--- src/rtl/accel_load_ctrl_pkg.sv ---
// Shared types for the accelerator load controller.
// State encoding and memory-select codes.
package accel_load_ctrl_pkg;

   typedef enum logic [2:0] {
      S_IDLE,
      S_FILL,
      S_COMMIT,
      S_WAIT_RDY,
      S_START,
      S_DONE
   } state_e;

   localparam logic [2:0] SEL_X    = 3'd6;
   localparam logic [2:0] SEL_RSVD = 3'd7;

   function automatic logic cmd_reject(
      input logic [2:0] sel,
      input logic       words_zero,
      input logic       rows_zero
   );
      return (sel == SEL_RSVD) || words_zero ||
             ((sel < SEL_X) && rows_zero);
   endfunction

endpackage

--- src/rtl/accel_load_ctrl_if.sv ---
// Command, element stream and accelerator load-port bundle.
// master drives commands/data, slave is the controller.
interface accel_load_ctrl_if #(
   parameter int DATA_WIDTH    = 4,
   parameter int COUNTER_WIDTH = 16,
   parameter int ADDR_W        = 16,
   parameter int WORD_ADDR_W   = 10
);

   logic                     cmd_valid;
   logic                     cmd_ready;
   logic [2:0]               cmd_sel;
   logic [ADDR_W-1:0]        cmd_base;
   logic [COUNTER_WIDTH-1:0] cmd_rows;
   logic [WORD_ADDR_W-1:0]   cmd_words;

   logic                     s_valid;
   logic                     s_ready;
   logic [DATA_WIDTH-1:0]    s_data;

   logic [DATA_WIDTH-1:0]    data_in;
   logic [WORD_ADDR_W-1:0]   wrd_addr;
   logic [2:0]               mem_sel;
   logic [ADDR_W-1:0]        mem_addr;
   logic                     mem_en;
   logic                     mem_wr;
   logic                     start;
   logic                     input_rdy;

   logic                     busy;
   logic                     done;
   logic                     err;

   modport master (
      output cmd_valid, cmd_sel, cmd_base, cmd_rows,
      output cmd_words, s_valid, s_data, input_rdy,
      input  cmd_ready, s_ready, data_in, wrd_addr,
      input  mem_sel, mem_addr, mem_en, mem_wr, start,
      input  busy, done, err
   );

   modport slave (
      input  cmd_valid, cmd_sel, cmd_base, cmd_rows,
      input  cmd_words, s_valid, s_data, input_rdy,
      output cmd_ready, s_ready, data_in, wrd_addr,
      output mem_sel, mem_addr, mem_en, mem_wr, start,
      output busy, done, err
   );

endinterface

--- src/rtl/accel_load_ctrl.sv ---
// Streams elements into the accelerator word stack and commits
// rows to weight memories, or loads X and fires start.
module accel_load_ctrl
   import accel_load_ctrl_pkg::*;
#(
   parameter int DATA_WIDTH    = 4,
   parameter int COUNTER_WIDTH = 16,
   parameter int ADDR_W        = 16,
   parameter int WORD_ADDR_W   = 10
) (
   input  logic             clk,
   input  logic             rst_n,
   accel_load_ctrl_if.slave bus
);

   localparam logic [WORD_ADDR_W-1:0] PARK = '1;

   state_e state_q, state_d;

   logic [WORD_ADDR_W-1:0]   wcnt_q, wcnt_d;
   logic [WORD_ADDR_W-1:0]   words_q, words_d;
   logic [WORD_ADDR_W-1:0]   wrd_addr_q, wrd_addr_d;
   logic [COUNTER_WIDTH-1:0] rcnt_q, rcnt_d;
   logic [COUNTER_WIDTH-1:0] rows_q, rows_d;
   logic [ADDR_W-1:0]        base_q, base_d;
   logic [ADDR_W-1:0]        mem_addr_q, mem_addr_d;
   logic [2:0]               mem_sel_q, mem_sel_d;
   logic [DATA_WIDTH-1:0]    data_in_q, data_in_d;
   logic                     mem_en_q, mem_en_d;
   logic                     start_q, start_d;
   logic                     err_q, err_d;

   logic last_word;
   logic last_row;
   logic reject;

   assign last_word = (wcnt_q == words_q - WORD_ADDR_W'(1));
   assign last_row  = (rcnt_q == rows_q - COUNTER_WIDTH'(1));
   assign reject    = cmd_reject(bus.cmd_sel,
                                 bus.cmd_words == '0,
                                 bus.cmd_rows == '0);

   always_comb begin
      state_d    = state_q;
      wcnt_d     = wcnt_q;
      rcnt_d     = rcnt_q;
      words_d    = words_q;
      rows_d     = rows_q;
      base_d     = base_q;
      mem_addr_d = mem_addr_q;
      mem_sel_d  = mem_sel_q;
      data_in_d  = data_in_q;
      wrd_addr_d = PARK;
      mem_en_d   = 1'b0;
      start_d    = 1'b0;
      err_d      = 1'b0;

      unique case (state_q)
         S_IDLE: begin
            if (bus.cmd_valid) begin
               words_d = bus.cmd_words;
               rows_d  = bus.cmd_rows;
               base_d  = bus.cmd_base;
               wcnt_d  = '0;
               rcnt_d  = '0;
               if (reject) begin
                  state_d = S_DONE;
                  err_d   = 1'b1;
               end else begin
                  state_d   = S_FILL;
                  mem_sel_d = bus.cmd_sel;
               end
            end
         end
         S_FILL: begin
            if (bus.s_valid) begin
               data_in_d  = bus.s_data;
               wrd_addr_d = wcnt_q;
               wcnt_d     = wcnt_q + WORD_ADDR_W'(1);
               if (last_word) begin
                  if (mem_sel_q == SEL_X) begin
                     state_d = S_WAIT_RDY;
                  end else begin
                     state_d    = S_COMMIT;
                     mem_en_d   = 1'b1;
                     mem_addr_d = base_q + ADDR_W'(rcnt_q);
                  end
               end
            end
         end
         S_COMMIT: begin
            rcnt_d  = rcnt_q + COUNTER_WIDTH'(1);
            wcnt_d  = '0;
            state_d = last_row ? S_DONE : S_FILL;
         end
         S_WAIT_RDY: begin
            if (bus.input_rdy) begin
               state_d = S_START;
               start_d = 1'b1;
            end
         end
         S_START: state_d = S_DONE;
         S_DONE:  state_d = S_IDLE;
         default: state_d = S_IDLE;
      endcase

      // Target select is only meaningful while a command is live.
      if (state_d == S_DONE || state_d == S_IDLE) begin
         mem_sel_d = '0;
      end
   end

   always_ff @(posedge clk or negedge rst_n) begin
      if (!rst_n) begin
         state_q    <= S_IDLE;
         wcnt_q     <= '0;
         rcnt_q     <= '0;
         words_q    <= '0;
         rows_q     <= '0;
         base_q     <= '0;
         mem_addr_q <= '0;
         mem_sel_q  <= '0;
         data_in_q  <= '0;
         wrd_addr_q <= PARK;
         mem_en_q   <= 1'b0;
         start_q    <= 1'b0;
         err_q      <= 1'b0;
      end else begin
         state_q    <= state_d;
         wcnt_q     <= wcnt_d;
         rcnt_q     <= rcnt_d;
         words_q    <= words_d;
         rows_q     <= rows_d;
         base_q     <= base_d;
         mem_addr_q <= mem_addr_d;
         mem_sel_q  <= mem_sel_d;
         data_in_q  <= data_in_d;
         wrd_addr_q <= wrd_addr_d;
         mem_en_q   <= mem_en_d;
         start_q    <= start_d;
         err_q      <= err_d;
      end
   end

   assign bus.cmd_ready = rst_n && (state_q == S_IDLE);
   assign bus.s_ready   = (state_q == S_FILL);
   assign bus.busy      = (state_q != S_IDLE);
   assign bus.done      = (state_q == S_DONE);
   assign bus.err       = err_q;
   assign bus.data_in   = data_in_q;
   assign bus.wrd_addr  = wrd_addr_q;
   assign bus.mem_sel   = mem_sel_q;
   assign bus.mem_addr  = mem_addr_q;
   assign bus.mem_en    = mem_en_q;
   assign bus.mem_wr    = mem_en_q;
   assign bus.start     = start_q;

endmodule

--- src/flat_wrapper.sv ---
// flat-port wrapper written by rule: the top's interface ports become plain ports
module accel_load_ctrl_flat import accel_load_ctrl_pkg::*;
#(
   parameter int DATA_WIDTH    = 4,
   parameter int COUNTER_WIDTH = 16,
   parameter int ADDR_W        = 16,
   parameter int WORD_ADDR_W   = 10
)
  (clk, rst_n, bus_cmd_valid, bus_cmd_sel, bus_cmd_base, bus_cmd_rows, bus_cmd_words, bus_s_valid, bus_s_data, bus_input_rdy, bus_cmd_ready, bus_s_ready, bus_data_in, bus_wrd_addr, bus_mem_sel, bus_mem_addr, bus_mem_en, bus_mem_wr, bus_start, bus_busy, bus_done, bus_err);
  accel_load_ctrl_if #(.DATA_WIDTH(DATA_WIDTH), .COUNTER_WIDTH(COUNTER_WIDTH), .ADDR_W(ADDR_W), .WORD_ADDR_W(WORD_ADDR_W)) bus_i ();
  input  logic clk;
  input  logic rst_n;
  input wire logic [$bits(bus_i.cmd_valid)-1:0] bus_cmd_valid;
  input wire logic [$bits(bus_i.cmd_sel)-1:0] bus_cmd_sel;
  input wire logic [$bits(bus_i.cmd_base)-1:0] bus_cmd_base;
  input wire logic [$bits(bus_i.cmd_rows)-1:0] bus_cmd_rows;
  input wire logic [$bits(bus_i.cmd_words)-1:0] bus_cmd_words;
  input wire logic [$bits(bus_i.s_valid)-1:0] bus_s_valid;
  input wire logic [$bits(bus_i.s_data)-1:0] bus_s_data;
  input wire logic [$bits(bus_i.input_rdy)-1:0] bus_input_rdy;
  output wire logic [$bits(bus_i.cmd_ready)-1:0] bus_cmd_ready;
  output wire logic [$bits(bus_i.s_ready)-1:0] bus_s_ready;
  output wire logic [$bits(bus_i.data_in)-1:0] bus_data_in;
  output wire logic [$bits(bus_i.wrd_addr)-1:0] bus_wrd_addr;
  output wire logic [$bits(bus_i.mem_sel)-1:0] bus_mem_sel;
  output wire logic [$bits(bus_i.mem_addr)-1:0] bus_mem_addr;
  output wire logic [$bits(bus_i.mem_en)-1:0] bus_mem_en;
  output wire logic [$bits(bus_i.mem_wr)-1:0] bus_mem_wr;
  output wire logic [$bits(bus_i.start)-1:0] bus_start;
  output wire logic [$bits(bus_i.busy)-1:0] bus_busy;
  output wire logic [$bits(bus_i.done)-1:0] bus_done;
  output wire logic [$bits(bus_i.err)-1:0] bus_err;
  assign bus_i.cmd_valid = bus_cmd_valid;
  assign bus_i.cmd_sel = bus_cmd_sel;
  assign bus_i.cmd_base = bus_cmd_base;
  assign bus_i.cmd_rows = bus_cmd_rows;
  assign bus_i.cmd_words = bus_cmd_words;
  assign bus_i.s_valid = bus_s_valid;
  assign bus_i.s_data = bus_s_data;
  assign bus_i.input_rdy = bus_input_rdy;
  assign bus_cmd_ready = bus_i.cmd_ready;
  assign bus_s_ready = bus_i.s_ready;
  assign bus_data_in = bus_i.data_in;
  assign bus_wrd_addr = bus_i.wrd_addr;
  assign bus_mem_sel = bus_i.mem_sel;
  assign bus_mem_addr = bus_i.mem_addr;
  assign bus_mem_en = bus_i.mem_en;
  assign bus_mem_wr = bus_i.mem_wr;
  assign bus_start = bus_i.start;
  assign bus_busy = bus_i.busy;
  assign bus_done = bus_i.done;
  assign bus_err = bus_i.err;
  accel_load_ctrl #(.DATA_WIDTH(DATA_WIDTH), .COUNTER_WIDTH(COUNTER_WIDTH), .ADDR_W(ADDR_W), .WORD_ADDR_W(WORD_ADDR_W)) u_core (.clk(clk), .rst_n(rst_n), .bus(bus_i));
endmodule
--- config.mk ---
export PLATFORM = sky130hd
export DESIGN_NAME = accel_load_ctrl_flat
export DESIGN_NICKNAME = d
export VERILOG_FILES = /design/src/rtl/accel_load_ctrl_pkg.sv /design/src/rtl/accel_load_ctrl_if.sv /design/src/rtl/accel_load_ctrl.sv /design/src/flat_wrapper.sv
export SDC_FILE = /design/constraint.sdc
export NUM_CORES = 1
export LEC_CHECK = 0
export CORE_ASPECT_RATIO = 1.75
export CORE_MARGIN = 2
export CORE_UTILIZATION = 54
export DETAILED_ROUTE_END_ITERATION = 8
export HOLD_SLACK_MARGIN = 0.06
export PLACE_DENSITY_LB_ADDON = 0.1
export SLEW_MARGIN = 20
export SYNTH_ARGS = -nofsm -noshare
export SYNTH_HDL_FRONTEND = slang
export SYNTH_SLANG_ARGS = --single-unit
--- constraint.sdc ---
create_clock -name clk -period 3.5 [get_ports clk]
set_input_delay 0.7 -clock clk [delete_from_list [all_inputs] [get_ports clk]]
set_output_delay 0.7 -clock clk [all_outputs]
set_load 0.05 [all_outputs]
==> results summary, run 1 <==
The run finished with clean final reports. The placement row count came out at 50. The worst setup path is launched from a flop. The core box area came out at 10700 sq um. On the critical path, the stage with the largest delay is an instance of sky130_fd_sc_hd__nor4_1. The die covers 11850 sq um. In this run the clock root is driven by a sky130_fd_sc_hd__clkbuf_16. The final design utilization is 0.6798. The overall track demand over capacity in global routing is 0.2604. The first routing iteration left 228 violations. The number of antenna cells inserted came out at 0. The hold buffer count at cts is 0.

The worst relative slew slack is 0.4917. The routed wire length is 14760 um. The area growth from synthesis to layout is 22.82%. Setup repair after global routing left no endpoint under its margin. The number of buffer cells added on primary ports is 94. IR analysis of the VDD net gives a maximum drop of 596.5 uV. The number of gates given a new drive strength after cts came out at 0. The endpoint kind of the worst setup timing path is a flop. The peak fanout along the critical path came out at 7. The post-synthesis instance total came out at 641.

Data arrives at the worst endpoint at 3.18 ns. In the final layout, the share of cells above drive strength 1 is 0.09277. The number of global-route vias before repair is 5234. The final critical-path share of the clock period came out at 0.8447.

The number of max-slew violations in the final report is 0. The reported leakage power came out at 3.275 nW. The average routed wire per standard cell is 17.10 um. Clock latency on the worst-skew pair, taken at its later pin, is 0.36 ns.

The post-placement cell count is 847. Dividing total power by cell area gives a power density of 923.3 nW/um^2. The synthesized netlist net count is 715.

The number of cells on the worst reg-to-reg path came out at 7. The count of cells in the finished layout, fillers not included, comes to 863. In this run the register-to-register setup slack is 0.54 ns.

The floorplan die height came out at 142.5 um. TritonCTS built the clock tree. The DRC violations left is 0. The average instance in the mapped netlist occupies 9.237 sq um.

The hold violation count in the final report came out at 0. Yosys mapped the design onto 60 distinct sky130hd cell types. The via count came out at 4952. The kind of cell with the highest combined delay along the critical path is simple AND/OR/NAND/NOR gates. The startpoint identified for the worst register-to-register timing path is u_core.words_q[2]. For this configuration, the core starts out at a cell density of 0.5535. The placed wire-length estimate after detailed placement came out at 11120 um. The largest net degree at the start of global routing came out at 56. The type of the setup path with the least slack is reg2reg. The worst-case clock buffer depth came out at 2. The worst min-delay path category is in2async.

The count of clock tree sinks came out at 107. The number of optimization iterations in the first detailed-route pass came out at 5. The maximum clock frequency came out at 338.2 MHz. The max-cap check violation count came out at 0. Routability-driven placement finished with a final weighted congestion of 0.8751.

In the post-synthesis netlist, the cell with the most instances is sky130_fd_sc_hd__nand2_1. The total number of yosys warnings came out at 0. The synthesized flop and latch total came out at 107. Data on the critical path is required at its endpoint by 3.73 ns. The number of nets in the finished design came out at 802.

The wire length of the first global-routing pass came out at 24380 um. Buffers inserted during clock tree synthesis total 9. The number of top-level pins is 95. The floorplan die width came out at 83.16 um. The worst-margin pin slew is 0.7554 ns. Of the synthesized area, sequential elements account for 0.4544. The total setup buffers inserted after CTS is 0. On the final layout, the worst clock skew is 0.01125 ns. The synthesized design contains 0 enable-type register cells. The buffers plus inverters on the worst setup path came out at 0.

The predominant post-synthesis flop cell is sky130_fd_sc_hd__dfrtp_1. The via density per instance is 5.738. The clock-pin slew on the worst setup and hold paths came out at 0.08 ns.

Of the post-synthesis cell area, the dominant cell type holds 0.4100. The capture instance of the worst register-to-register path is u_core.bus.mem_sel[2]. Setup violations remaining at the end of the flow were counted as 0.

The final critical delay including setup and external delays is 2.957 ns. For this run the aggregate overflow at the end of global routing stands at 0. Traced cell by cell, the critical path runs through or4_4 > nor4bb_1 > xnor2_1 > o311ai_2 > nor4_1 > or3_1 > o22ai_1. After routing, the total negative slack on setup checks comes to 0 ns. By count the netlist is led by sky130_fd_sc_hd__nand2_1, sky130_fd_sc_hd__dfrtp_1, sky130_fd_sc_hd__nor2_1.

The biggest area contributor in the post-synthesis netlist is sky130_fd_sc_hd__dfrtp_1. The maximum level of the CTS H-tree came out at 3. The delay of the slowest cell on the worst path came out at 0.70 ns. The number of antenna violations at the first check in global routing came out at 0. For this run, asynchronously set or reset flops after synthesis account for 1.000. In this run the cell area of the synthesized design comes to 5921 sq um. The smallest hold slack is 0.4638 ns. The detail route stage leaves a number of antenna-violating nets equal to 0. Ranked by total cell area, the synthesized netlist is headed by sky130_fd_sc_hd__dfrtp_1, sky130_fd_sc_hd__nand2_1, sky130_fd_sc_hd__xnor2_1, sky130_fd_sc_hd__dfstp_2, sky130_fd_sc_hd__ha_1.
[layout make-up]
type                       instances  area (sq um)
multi-input combinational        493          3070
sequential                       107          2690
tap                              130         162.7
clock buffer                      11         242.7
clock inverter                     5         61.31
timing repair buffer             100         980.9
inverter                          17         63.81
fill                             884          3426
[per-layer routing]
layer | track usage | wire (um) | part of all wire
met4 | 0.1337 | 571 | 0.039
met1 | 0.2591 | 5346 | 0.36
met2 | 0.5144 | 8366 | 0.57
met5 | 0 | 0 | 0
met3 | 0.03538 | 475 | 0.032
[placed cells by master, fill, tap and decap left out, drive strengths merged, types with 18 or more instances in the layout]
master | Yosys | layout
xnor2 | 32 | 32
nand2 | 147 | 147
o21ai | 27 | 27
xor2 | 21 | 21
mux2 | 19 | 19
nor2 | 37 | 37
clkdlybuf4s50 | 0 | 92
ha | 19 | 19
dfrtp | 97 | 97
inv | 17 | 18
nand3 | 28 | 28
[registers in the layout, summed over array words and instances, names as in the netlist]
| name | flops |
|---|---|
| u_core.rcnt_q | 16 |
| u_core.bus.mem_addr | 16 |
| u_core.bus.mem_sel | 3 |
| u_core.bus.wrd_addr | 10 |
| u_core.bus.data_in | 4 |
| u_core.state_q | 3 |
| u_core.bus.err | 1 |
| u_core.wcnt_q | 10 |
| u_core.rows_q | 16 |
| u_core.bus.start | 1 |
| u_core.words_q | 10 |
| u_core.base_q | 16 |
| u_core.bus.mem_en | 1 |
[logic make-up after synthesis]
kind of cell,Yosys count,share of synthesized area
AO/OA/AOI/OAI,84,0.09362
XOR/XNOR,53,0.07840
adder cells (fa/ha/maj),20,0.04353
buffers and inverters,41,0.02726
flip-flops,107,0.4544
multiplexers,29,0.05304
AND/OR/NAND/NOR,307,0.2498
[power by group]
| part | switching (mW) | total [mW] | internal, mW | leakage [nW] |
|---|---|---|---|---|
| logic | 1.97 | 3.34 | 1.37 | 1.78 |
| clock network | 0.458 | 1.04 | 0.577 | 0.138 |
| registers | 0.579 | 2.34 | 1.76 | 1.36 |
[metrics by stage]
stage | instance area, sq um | power, mW | setup slack [ns]
after global placement | 6968 | 5.557 | 0.4005
final | 7272 | 6.714 | 0.5434
after floorplan | 5921 | 4.671 | 0.4130
after detailed placement | 6968 | 5.676 | 0.3767
after global routing | 7272 | 7.174 | 0.3674
after CTS | 7272 | 6.749 | 0.5196
[worst max-delay path by stage]
stage | slack (ns) | end | cells past startpoint | start
after detailed placement | 0.38 | u_core.bus.mem_sel[1] | 8 | bus_cmd_words[1]
after CTS | 0.52 | u_core.bus.mem_sel[2] | 7 | u_core.words_q[0]
after global placement | 0.40 | u_core.bus.mem_sel[1] | 8 | bus_cmd_words[1]
after floorplan | 0.41 | u_core.bus.mem_addr[10] | 7 | u_core.state_q[0]
final | 0.54 | u_core.bus.mem_sel[2] | 7 | u_core.words_q[2]
after global routing | 0.37 | u_core.bus.mem_sel[0] | 7 | u_core.words_q[0]
Power figures use the tool's default switching activity.
==> inputs of run 2 (changes only) <==
- CORE_UTILIZATION: 54 -> 49
- clock period: 3.5 -> 2.4 ns (I/O delays scaled with it)
==> run 2 against run 1 <==
- sequential share of layout area down 4.4 points
- worst hold slack worse by 0.25 ns
- critical path type unchanged
- die area increased by 9.8%
- total power is 65% higher
- cell count up 12%
- sequential cell count did not move
- worst setup slack got worse by 0.76 ns
- the flow now finishes with violations (setup timing)
- non-clock buffer count up 100
- critical endpoint is now u_core.bus.mem_addr[8]
- fmax grew 13%
- largest cell class unchanged
- final area grew 14%
==> results summary, run 2 (synthesis results as in run 1) <==
The run finished, with violations left. The final reports fail on setup timing. Across the VDD grid, the largest voltage drop is 743.5 uV.

During placement, the flow inserted port buffers numbering 94. During I/O placement, the number of pins put on the boundary was 95. For the worst flop-to-flop path, the logic depth is 7. STA classifies the critical path endpoint as a flop. The type of the setup path with the least slack is reg2reg.

The weighted congestion at the end of routability-driven global placement is 0.8761. The delay of the slowest cell on the worst path is 0.59 ns. Based on the critical path, the design can be clocked at up to 382.3 MHz.

The hold violation count in the final report is 0. Leaving out fill and tap cells, the most frequent cell in the layout is sky130_fd_sc_hd__nand2_1. The floorplan die height is 149.4 um. The ratio of total power to cell area is 1338 nW/um^2. The worst endpoint required time is 2.63 ns. The synthesis-to-layout area growth is 39.50%.

The number of antenna cells inserted is 0. The final critical-path share of the clock period came out at 1.090. The setup slack of the critical path after layout is -0.2157 ns.

The floorplan die width is 87.10 um. Leaving out fill and tap cells, the most frequent cells in the layout are sky130_fd_sc_hd__nand2_1, sky130_fd_sc_hd__buf_4, sky130_fd_sc_hd__dfrtp_1. The clock arrives with 0.01536 ns of skew.

The clock latency of the later-clocked register in the worst-skew pair is 0.35 ns. The full die area came out at 13010 sq um. met2 is the most crowded layer.

For met1 alone, demand over resource in global routing was 0.2825. The standard cell with the maximum stage delay on the critical path is sky130_fd_sc_hd__or4_4. The core box area came out at 11870 sq um.

The final global-route overflow total came out at 0. The fraction of met3 tracks used by global routing came out at 0.02923. In the final layout, the share of cells above drive strength 1 is 0.2257.

The tree is rooted in a sky130_fd_sc_hd__clkbuf_16. The worst-case clock buffer depth came out at 2. The worst setup timing slack at the placement stage came out at -0.4084 ns.

Including well taps, the total number of placed cells is 947. The clock tree from TritonCTS is yes. The number of optimization iterations in the first detailed-route pass came out at 4. The DRC violations left is 0. The kind of launch point of the worst setup path is a flop. The clock-pin slew on the worst setup and hold paths came out at 0.08 ns. The number of antenna violations at the first check in global routing came out at 0. The wire length of the first global-routing pass is 25810 um.

The number of max-slew violations in the final report was 0. The signal on the critical path passes through or4_4 > nor4bb_4 > xnor2_2 > o311ai_4 > nor3_4 > buf_12 > mux2_2. The placed wire-length estimate after detailed placement is 11860 um. The count of routing violations after the opening detailed-route iteration is 230. For the pin with the worst max-slew slack, the measured transition is 0.7925 ns.

The worst hold path belongs to the class in2async. Setup violations remaining at the end of the flow were counted as 21. Using the TritonRoute via totals, the vias-per-cell ratio works out to 5.509.

The final critical delay including setup and external delays came out at 2.616 ns. Setup repair after global routing could not meet its margin everywhere. Hold is met by 0.2152 ns.

For this run, the total global-route usage over all layers was measured as 0.2511. In the final design database the tool counted 902 nets. The count of clock tree sinks came out at 107. Entering global routing, the biggest net connects 63 pins.

The tool flagged a number of max-cap violations equal to 0. The maximum level of the CTS H-tree came out at 3. The final sum of negative setup slack came out at -3.631 ns. The peak fanout along the critical path came out at 13. The routed wire length came out at 15810 um. The initialized floorplan defines 53 standard-cell rows. The data arrival time of the critical path came out at 2.84 ns. The reported leakage power is 3.836 nW. The met2 routing resource usage after global routing is 0.4641. Measured against its own limit, the worst slew margin works out to 0.4717. The initial standard-cell utilization of the core is 0.4988. The via count came out at 5344. The finished layout holds 970 standard cells, fillers aside. The number of global-route vias before repair is 5547. The number of clock buffers added by TritonCTS is 9. The number of routed nets with antenna violations came out at 0. In the final routed layout, each cell accounts on average for 16.30 um.
-- run 2: changes by cell type in the layout (fill, tap and decap cells not counted), moves of 3 or more --
cell / previous run / this run
sky130_fd_sc_hd__buf_6: 0 / 4
sky130_fd_sc_hd__buf_4: 8 / 105
sky130_fd_sc_hd__mux2_4: 0 / 6
sky130_fd_sc_hd__nor4_4: 0 / 3
sky130_fd_sc_hd__clkdlybuf4s50_1: 92 / 89
sky130_fd_sc_hd__mux2_2: 19 / 13
sky130_fd_sc_hd__clkinvlp_4: 3 / 0
-- run 2: final cells by class --
| cell class | count | area [sq um] |
|---|---|---|
| Tap cell | 137 | 171.4 |
| Inverter | 17 | 63.81 |
| Clock buffer | 12 | 246.5 |
| Multi-Input combinational cell | 493 | 3249 |
| Timing Repair Buffer | 200 | 1764 |
| Sequential cell | 107 | 2690 |
| Clock inverter | 4 | 73.82 |
| Fill cell | 908 | 3611 |
-- run 2: layer usage --
layer | vias up | share of wire
li1 | 2579 | -
met1 | 2594 | 0.38
met2 | 132 | 0.55
met3 | 39 | 0.034
met4 | 0 | 0.034
met5 | - | 0
-- run 2: worst paths after layout --
path	start	slack (ns)	end
min in group clk	u_core.base_q[13]	0.49	u_core.base_q[13]
worst max register to register	u_core.words_q[2]	-0.22	u_core.bus.mem_addr[8]
max in group asynchronous	rst_n	1.55	u_core.rcnt_q[12]
worst min register to register	u_core.base_q[13]	0.49	u_core.base_q[13]
worst min-delay path	rst_n	0.22	u_core.bus.start
worst max-delay path	u_core.words_q[2]	-0.22	u_core.bus.mem_addr[8]
-- run 2: worst max-delay path, delay by kind of cell (launching register included) --
kind                   cells  cell delay [ns]
multiplexers               1             0.34
flip-flops                 1             0.39
buffers and inverters      1             0.19
AO/OA/AOI/OAI              1             0.20
XOR/XNOR                   1             0.18
AND/OR/NAND/NOR            3             1.19
-- run 2: per-stage QoR --
stage	util	area [sq um]	power (mW)
4_1_cts	0.6839	8118	10.86
2_1_floorplan	-	5964	6.871
6_report	0.6958	8259	11.05
5_1_grt	0.6958	8259	11.80
3_5_place_dp	0.6514	7732	9.101
3_3_place_gp	0.6514	7732	8.927
-- run 2: repair_timing --
action,4_1_cts,5_1_grt
resized for setup,10,22
endpoints found under the setup margin,22,23
pin swaps,16,10
hold buffers,0,0
setup buffers,3,6
-- run 2: where the power goes --
part	leakage [nW]	internal (mW)	total, mW	switching [mW]
Sequential	1.36	2.57	3.16	0.596
Combinational	2.32	2.82	6.27	3.45
Clock	0.157	0.948	1.62	0.669
